===== src/rtl/three_bit_link_pkg.sv =====
// Shared definitions for the three-signal one-wire serial link (receiver and
// transmitter both import this package).
//   state_t      : link FSM states (PARITY only used when parity is built in)
//   DIV_DEFAULT  : default clock cycles per serial bit
//   IDLE_LEVEL   : line level between frames and of the stop bit
//   START_LEVEL  : line level of the start bit
//   FRAME_BITS   : number of data bits carried per frame (a, b, c)
//   even_parity  : parity bit that makes the data plus parity even
package three_bit_link_pkg;

  typedef enum logic [2:0] {
    IDLE   = 3'd0,
    START  = 3'd1,
    DATA   = 3'd2,
    STOP   = 3'd3,
    PARITY = 3'd4
  } state_t;

  localparam int   DIV_DEFAULT = 4;
  localparam logic IDLE_LEVEL  = 1'b1;
  localparam logic START_LEVEL = 1'b0;
  localparam int   FRAME_BITS  = 3;

  function automatic logic even_parity(input logic [FRAME_BITS-1:0] data);
    return ^data;
  endfunction

endpackage


===== src/rtl/three_bit_serial_rx_bit_timer.sv =====
// Bit timer for the serial receiver: a down-counter that is loaded with
// either a half-bit or a full-bit interval and raises tick when it reaches 0.
// Ports:
//   clk, reset : rising-edge clock, synchronous active-high reset (count=0)
//   load       : reload the counter this edge
//   half       : with load, reload DIV/2-1 (half bit) instead of DIV-1
//   tick       : count has expired; the owner samples the line this edge
module bit_timer
  import three_bit_link_pkg::*;
#(
  parameter int DIV   = DIV_DEFAULT,
  parameter int CNT_W = $clog2(DIV) + 1
) (
  input  logic clk,
  input  logic reset,
  input  logic load,
  input  logic half,
  output logic tick
);

  // Loading N makes tick fire on the (N+1)th edge after the load edge.
  localparam logic [CNT_W-1:0] HALF_M1 = CNT_W'(DIV / 2 - 1);
  localparam logic [CNT_W-1:0] FULL_M1 = CNT_W'(DIV - 1);

  logic [CNT_W-1:0] count;

  always_ff @(posedge clk) begin
    if (reset) begin
      count <= '0;
    end else if (load) begin
      count <= half ? HALF_M1 : FULL_M1;
    end else if (count != '0) begin
      count <= count - CNT_W'(1);
    end
  end

  assign tick = (count == '0);

endmodule


===== src/rtl/three_bit_serial_rx.sv =====
// Receiver for a one-wire link carrying three logic signals a, b, c.
// Frame: idle-high line, start bit (0), a, b, c, [even parity], stop bit (1);
// every bit lasts DIV clocks. The start bit is re-checked mid-bit to reject
// glitches, and each data bit is sampled at its centre.
// Optional build macro: THREE_BIT_RX_PARITY_EN adds an even-parity bit
// after c; a parity mismatch is reported as a frame error.
// Ports:
//   clk, reset  : rising-edge clock, synchronous active-high reset
//   serial_in   : serial line, already synchronous to clk, idles at 1
//   a, b, c     : last good frame's data; change only on a good stop sample
//   valid       : one-cycle strobe, the cycle after a, b, c were loaded
//   frame_err   : one-cycle strobe after a bad stop (or parity) sample
//   busy        : registered (state != IDLE)
// Handshake: valid and frame_err are strobes with no back-pressure. The
// consumer takes a, b, c while valid is high (they also hold afterwards).
module three_bit_serial_rx
  import three_bit_link_pkg::*;
#(
  parameter int DIV   = DIV_DEFAULT,
  parameter int CNT_W = $clog2(DIV) + 1
) (
  input  logic clk,
  input  logic reset,
  input  logic serial_in,
  output logic a,
  output logic b,
  output logic c,
  output logic valid,
  output logic frame_err,
  output logic busy
);

  localparam logic [1:0] LAST_IDX = 2'(FRAME_BITS - 1);

  state_t                state;
  logic [1:0]            bit_idx;
  logic [FRAME_BITS-1:0] shift;
  logic                  good_q;
  logic                  bad_q;
  logic                  frame_ok;
  logic                  t_load;
  logic                  t_half;
  logic                  tick;

`ifdef THREE_BIT_RX_PARITY_EN
  logic par_bit;
  assign frame_ok = (serial_in == IDLE_LEVEL) && (even_parity(shift) == par_bit);
`else
  assign frame_ok = (serial_in == IDLE_LEVEL);
`endif

  bit_timer #(.DIV(DIV), .CNT_W(CNT_W)) u_timer (
    .clk   (clk),
    .reset (reset),
    .load  (t_load),
    .half  (t_half),
    .tick  (tick)
  );

  // Timer reloads: half bit on the falling start edge, full bit after every
  // centre sample that leads to another sample.
  always_comb begin
    t_load = 1'b0;
    t_half = 1'b0;
    case (state)
      IDLE:   if (serial_in == START_LEVEL) begin
                t_load = 1'b1;
                t_half = 1'b1;
              end
      START:  if (tick && serial_in == START_LEVEL) t_load = 1'b1;
      DATA:   if (tick) t_load = 1'b1;
`ifdef THREE_BIT_RX_PARITY_EN
      PARITY: if (tick) t_load = 1'b1;
`endif
      default: ;
    endcase
  end

  // The stop decision is held one cycle in good_q/bad_q so the strobes
  // appear the cycle after a, b, c load.
  always_ff @(posedge clk) begin
    if (reset) begin
      state     <= IDLE;
      bit_idx   <= '0;
      shift     <= '0;
      a         <= 1'b0;
      b         <= 1'b0;
      c         <= 1'b0;
      good_q    <= 1'b0;
      bad_q     <= 1'b0;
      valid     <= 1'b0;
      frame_err <= 1'b0;
      busy      <= 1'b0;
`ifdef THREE_BIT_RX_PARITY_EN
      par_bit   <= 1'b0;
`endif
    end else begin
      valid     <= good_q;
      frame_err <= bad_q;
      good_q    <= 1'b0;
      bad_q     <= 1'b0;
      case (state)
        IDLE: begin
          if (serial_in == START_LEVEL) begin
            state <= START;
            busy  <= 1'b1;
          end
        end
        START: begin
          if (tick) begin
            if (serial_in == START_LEVEL) begin
              state   <= DATA;
              bit_idx <= '0;
            end else begin
              state <= IDLE;
              busy  <= 1'b0;
            end
          end
        end
        DATA: begin
          if (tick) begin
            shift[bit_idx] <= serial_in;
            if (bit_idx == LAST_IDX) begin
`ifdef THREE_BIT_RX_PARITY_EN
              state <= PARITY;
`else
              state <= STOP;
`endif
            end else begin
              bit_idx <= bit_idx + 2'd1;
            end
          end
        end
`ifdef THREE_BIT_RX_PARITY_EN
        PARITY: begin
          if (tick) begin
            par_bit <= serial_in;
            state   <= STOP;
          end
        end
`endif
        STOP: begin
          if (tick) begin
            state <= IDLE;
            busy  <= 1'b0;
            if (frame_ok) begin
              a      <= shift[0];
              b      <= shift[1];
              c      <= shift[2];
              good_q <= 1'b1;
            end else begin
              bad_q  <= 1'b1;
            end
          end
        end
        default: begin
          state <= IDLE;
          busy  <= 1'b0;
        end
      endcase
    end
  end

endmodule

===== config.mk =====
export PLATFORM = sky130hd
export DESIGN_NAME = three_bit_serial_rx
export DESIGN_NICKNAME = d
export VERILOG_FILES = /design/src/rtl/three_bit_link_pkg.sv /design/src/rtl/three_bit_serial_rx_bit_timer.sv /design/src/rtl/three_bit_serial_rx.sv
export SDC_FILE = /design/constraint.sdc
export NUM_CORES = 1
export LEC_CHECK = 0
export CELL_PAD_IN_SITES_DETAIL_PLACEMENT = 2
export CELL_PAD_IN_SITES_GLOBAL_PLACEMENT = 2
export CORE_MARGIN = 2
export CORE_UTILIZATION = 34
export DETAILED_ROUTE_END_ITERATION = 7
export GPL_TIMING_DRIVEN = 0
export PLACE_DENSITY_LB_ADDON = 0.1
export SYNTH_ARGS = -nofsm -noshare
export SYNTH_HDL_FRONTEND = slang
export SYNTH_SLANG_ARGS = --single-unit

===== constraint.sdc =====
create_clock -name clk -period 2.1 [get_ports clk]
set_input_delay 0.21 -clock clk [delete_from_list [all_inputs] [get_ports clk]]
set_output_delay 0.21 -clock clk [all_outputs]
set_load 0.1 [all_outputs]

## Word level (Yosys, flattened, before mapping)

Index checks and enable logic that the tools add are counted.

- Register bits after elaboration: 19
- Input bits: 3

- Add/subtract/negate cells: 2
- $lt $le $gt $ge: 2
- Equality and inequality tests: 12
- Muxes and demuxes: 29
- Bitwise gates (word level): 4
- Reductions and logical operators: 13

Operators by type and width:

| operator | count |
|---|---|
| two-way mux 3 bit | 7 |
| inequality test 2 bit (second input constant) | 8 |
| AND reduction 5 bit | 3 |
| two-way mux 2 bit | 6 |
| case mux 3 bit (4 select lines) | 1 |
| two-way mux 1 bit | 10 |
| equality test 3 x 2 -> 1 bit (second input constant) | 2 |
| logical NOT 3 bit | 2 |
| NOT 1 bit | 4 |
| case mux 1 bit (4 select lines) | 1 |
| case mux 2 bit (2 select lines) | 1 |
| nonzero test 2 bit | 2 |
| bitwise mux 3 bit | 1 |
| equality test 3 x 1 -> 1 bit (second input constant) | 1 |
| less-than comparator 2 x 3 -> 1 bit (second input constant) | 1 |
| case mux 1 bit (3 select lines) | 1 |
| AND reduction 3 bit | 1 |
| nonzero test 3 bit | 1 |
| OR reduction 3 bit | 1 |
| subtractor 3 x 1 -> 3 bit (second input constant) | 1 |
| adder 2 x 1 -> 2 bit (second input constant) | 1 |
| demux 1 bit (select 2 bit) | 1 |
| equality test 2 bit (second input constant) | 1 |
| greater-or-equal comparator 2 x 1 -> 1 bit (second input constant) | 1 |
| 2 further kinds | 3 |

## Logic depth before layout (Yosys ltp)

- Depth after elaboration: 5
- Gate-level depth with buffers: 7
- Mapped depth without buffers: 6

## By module

A second synthesis with hierarchy kept.

- Cells, all modules: 83
- Area, all modules: 819.5 sq um

Modules (own cells, without submodules):

| module | instances | cells an instance | area each (sq um) | seq. area each (sq um) |
|---|---|---|---|---|
| three_bit_serial_rx | 1 | 65 | 641.9 | 300.3 |
| bit_timer | 1 | 18 | 177.7 | 60.1 |

## Worst setup path after synthesis

No wires, ideal clock.

- Path kind: reg2reg
- Start point: register u_timer.count[0]
- End point: register a
- Library setup time: 0.129 ns
- Arrival time: 1.379 ns
- Data required time: 1.971 ns
- Path slack: 0.592 ns
- Stages on the path, launching flop included: 8
- Period minus slack after synthesis: 1.508 ns
- Cell sequence: dfxtp_1 inv_1 ha_1 ha_1 buf_4 nand4_1 mux2i_1 nor2_1

- Word-level cells in the longest chain between the ends: 2

Ends and longest elaborated chain:

| item | RTL line | text |
|---|---|---|
| start, declared | three_bit_serial_rx_bit_timer.sv:25 | `logic [CNT_W-1:0] count;` |
| start signal, assigned | three_bit_serial_rx_bit_timer.sv:31 | `count <= half ? HALF_M1 : FULL_M1;` |
| start signal, assigned | three_bit_serial_rx_bit_timer.sv:33 | `count <= count - CNT_W'(1);` |
| logical NOT 3 bit | three_bit_serial_rx_bit_timer.sv:37 | `assign tick = (count == '0);` |
| AND reduction 3 bit (no line) | -- |  |
| end signal, assigned | three_bit_serial_rx.sv:147 | `a <= shift[0];` |
| end, declared | three_bit_serial_rx.sv:25 | `output logic a,` |

Every way passes these cells.
A chain may end at the register's enable or synchronous reset.

## Worst setup path in the final report

- Start point: register a
- End point: output a

No word-level cell between the ends.

==> flow_summary.yaml <==
yosys:
  yosys_warnings: 0
  netlist_top_cells_area: "dfxtp_1 43%, mux2i_1 8.3%, ha_1 7.4%"
  synth_area_um2: 845
  synth_seq_area_share_pct: 42.7
  syn_nets: 94
  dominantRegCellSynth: "dfxtp_1"
  synth.top_cell.area_share_pct: 42.7
  synth_area_per_cell_um2: 9.82
  synth_edf_count: 0
  async_flop_share_pct: 0
  synth_cell_types: 28
  syn_inst: 86
  yosysTopAreaCell: "dfxtp_1"
  synth-seq-cells: 18
critical_path:
  cp_top_family: "buffers and inverters"
  rr_worst_depth: 7
  timing.rr.end: "c"
  cp-start-kind: "flop"
  cp_max_fo: 2
  worstSetupPathType: "reg2out"
  timing.rr.start: "u_timer.count[0]"
  path_cells: "clkdlybuf4s50_1"
  r2r_slack_ps: 360
  cp.required_ps: 1890
  critPathSlowestCell: "clkdlybuf4s50_1"
  max_stage_delay_ps: 1140
  arrival_ps: 1780
  end_kind: "output port"
  critPathBufInv: 1
floorplan:
  initial_core_util_pct: 35.0
  die-area_mm2: 0.00290
  std_cell_rows: 18
  fp.dieW_um: 53.8
  io_pins: 9
  coreArea_mm2: 0.00241
  die-height_um: 53.8
sta:
  fin_crit_ps: 1990
  rsz0062_at_grt: "false"
  fmax_mhz: 503
  finalMaxSlewViolations: 0
  finalSetupViolCount: 0
  holdWs_ps: 126
  period_share_pct: 94.6
  finalHoldViolations: 0
  fin_skew_ps: 5.93
  setup-tns-final_ps: 0
  worst_slack_ps: 112
  slew_headroom_pct: 35.2
  tightest_slew_ps: 969
drt:
  detail_route.iter0.violations: 4
  wl_per_cell_um: 13.7
  ant_nets: 0
  via_count: 646
  via_per_inst: 5.13
  drt-total-wl_um: 1730
  dr.pass1.iters: 5
  route.detailed.drc: 0
flow_run:
  maxCapViolations: 0
min_path:
  worstHoldStart: "serial_in"
  holdPathEnd: "bad_q"
  holdPathStages: 2
  hold_path_class: "in2reg"
cts:
  clkTransAtPathRegs_ps: 100
  cts_buffers: 3
  ctsHtreeMaxLevel: 1
  ctsResizeCount: 0
  cts_sinks: 18
  clock_path_buffers: 2
  clock_latency_ps: 300
  post_cts.repair.setup_buffers: 0
  cts_root_buf: "clkbuf_4"
  postCtsHoldBufs: 0
  cts_tree: "built"
final_layout:
  fin_nets: 105
  diodes: 0
  finalNonFillerCells: 126
  nFillCells: 266
  design_area_um2: 978
  area_delta_synth_final_pct: 15.9
  final_util_pct: 40.6
  drive_gt1_share_pct: 13.5
grt:
  grtUsageTotal_pct: 14.1
  grt_overflow: 0
  grt_max_degree: 11
  grt_pass1_wl_um: 2830
  grt_pass1_vias: 623
  antenna_found_initial: 0
pwr:
  p_comb_share_pct: 23.8
  internal-power_uw: 540
  power_uw: 776
  p_leak_nw: 0.384
  irDropWorstVdd_v: 0.000350
  p_sw_uw: 236
  clkPwrFrac_pct: 27.9
  seqPwrFrac_pct: 48.4
  switching_share_pct: 30.4
  powerDensity_mw_per_mm2: 793
placement:
  placed_area_um2: 942
  dpl.hpwl_um: 1300
  gp_congestion: 0.697
  io_buffers: 6
  place_ws_ps: 404
  place_inst: 122
outcome:
  status: "complete, no violations"
## logic make-up (layout without fill, tap and decap cells)
logic type	count (synthesis)	after routing	synth area share, %
mux	7	7	8.30
flops	18	18	42.7
compound gates	11	11	10.1
buf+inv	13	23	8.44
fa+ha+maj	5	5	7.41
simple gates	32	32	23.1
## cell usage in the layout (no fill, tap or decap)
| cell type | n |
|---|---|
| inv_1 | 7 |
| buf_6 | 2 |
| nor3_1 | 1 |
| or2_2 | 1 |
| nor3_2 | 1 |
| ha_1 | 5 |
| nor4b_1 | 1 |
| nor2b_1 | 4 |
| nand4b_1 | 3 |
| buf_4 | 2 |
| nand4_1 | 2 |
| or3_1 | 1 |
| clkdlybuf4s50_1 | 6 |
| clkbuf_4 | 3 |
| nand2b_1 | 1 |
| clkbuf_8 | 1 |
| o21ba_2 | 1 |
| or2b_1 | 1 |
| dfxtp_1 | 18 |
| nand2_1 | 2 |
| a211o_1 | 1 |
| a21oi_1 | 5 |
| nor2_1 | 9 |
| nand3_1 | 2 |
| clkbuf_1 | 2 |
| mux2i_1 | 7 |
| a2111oi_2 | 1 |
| nand4bb_1 | 2 |
| a21oi_2 | 1 |
| nor3b_1 | 1 |
| a311oi_1 | 2 |
## synthesized netlist by cell type, drive strengths merged (3+ instances only)
| library cell | n |
|---|---|
| nor2b | 4 |
| buf | 4 |
| ha | 5 |
| mux2i | 7 |
| nand4b | 3 |
| dfxtp | 18 |
| nor2 | 9 |
| inv | 7 |
| a21oi | 6 |
## worst max-delay path by stage
stage | slack (ps) | cells past startpoint | startpoint | endpoint
after floorplan | 590 | 7 | u_timer.count[0] | a
after global placement | 410 | 7 | u_timer.count[0] | b
after detailed placement | 400 | 7 | u_timer.count[0] | c
final | 110 | 1 | a | a
after global routing | 50 | 1 | busy | busy
after CTS | 100 | 1 | a | a
## layout make-up
class                      instances  area (um^2)  area share [%]
buffer                             6         45.0            4.60
clock buffer                       4         36.3            3.71
inverter                           7         26.3            2.69
multi-input combinational         55          413            42.2
sequential                        18          360            36.8
tap                               30         37.5            3.84
timing repair buffer               6         60.1            6.14
## layer usage
layer | global-route usage [%] | part of all wire, %
met1 | 16.9 | 47
met2 | 23.0 | 48
met3 | 3.61 | 3.4
met4 | 7.69 | 1.3
met5 | 0 | 0
## power by group through the flow
| stage | Combinational (mW) | Sequential [mW] | Clock [mW] |
|---|---|---|---|
| floorplan | 0.129 | 0.399 | 0 |
| global placement | 0.182 | 0.383 | 0 |
| global route | 0.208 | 0.379 | 0.239 |
| detailed placement | 0.188 | 0.384 | 0 |
| CTS | 0.189 | 0.376 | 0.228 |
| finish | 0.185 | 0.375 | 0.216 |
## registers in the layout, summed over array words and instances (netlist names), 2 cells and up
| register | flops |
|---|---|
| bit_idx | 2 |
| shift | 3 |
| state | 2 |
| u_timer.count | 3 |
No activity file was read; power rests on OpenSTA's default activity.
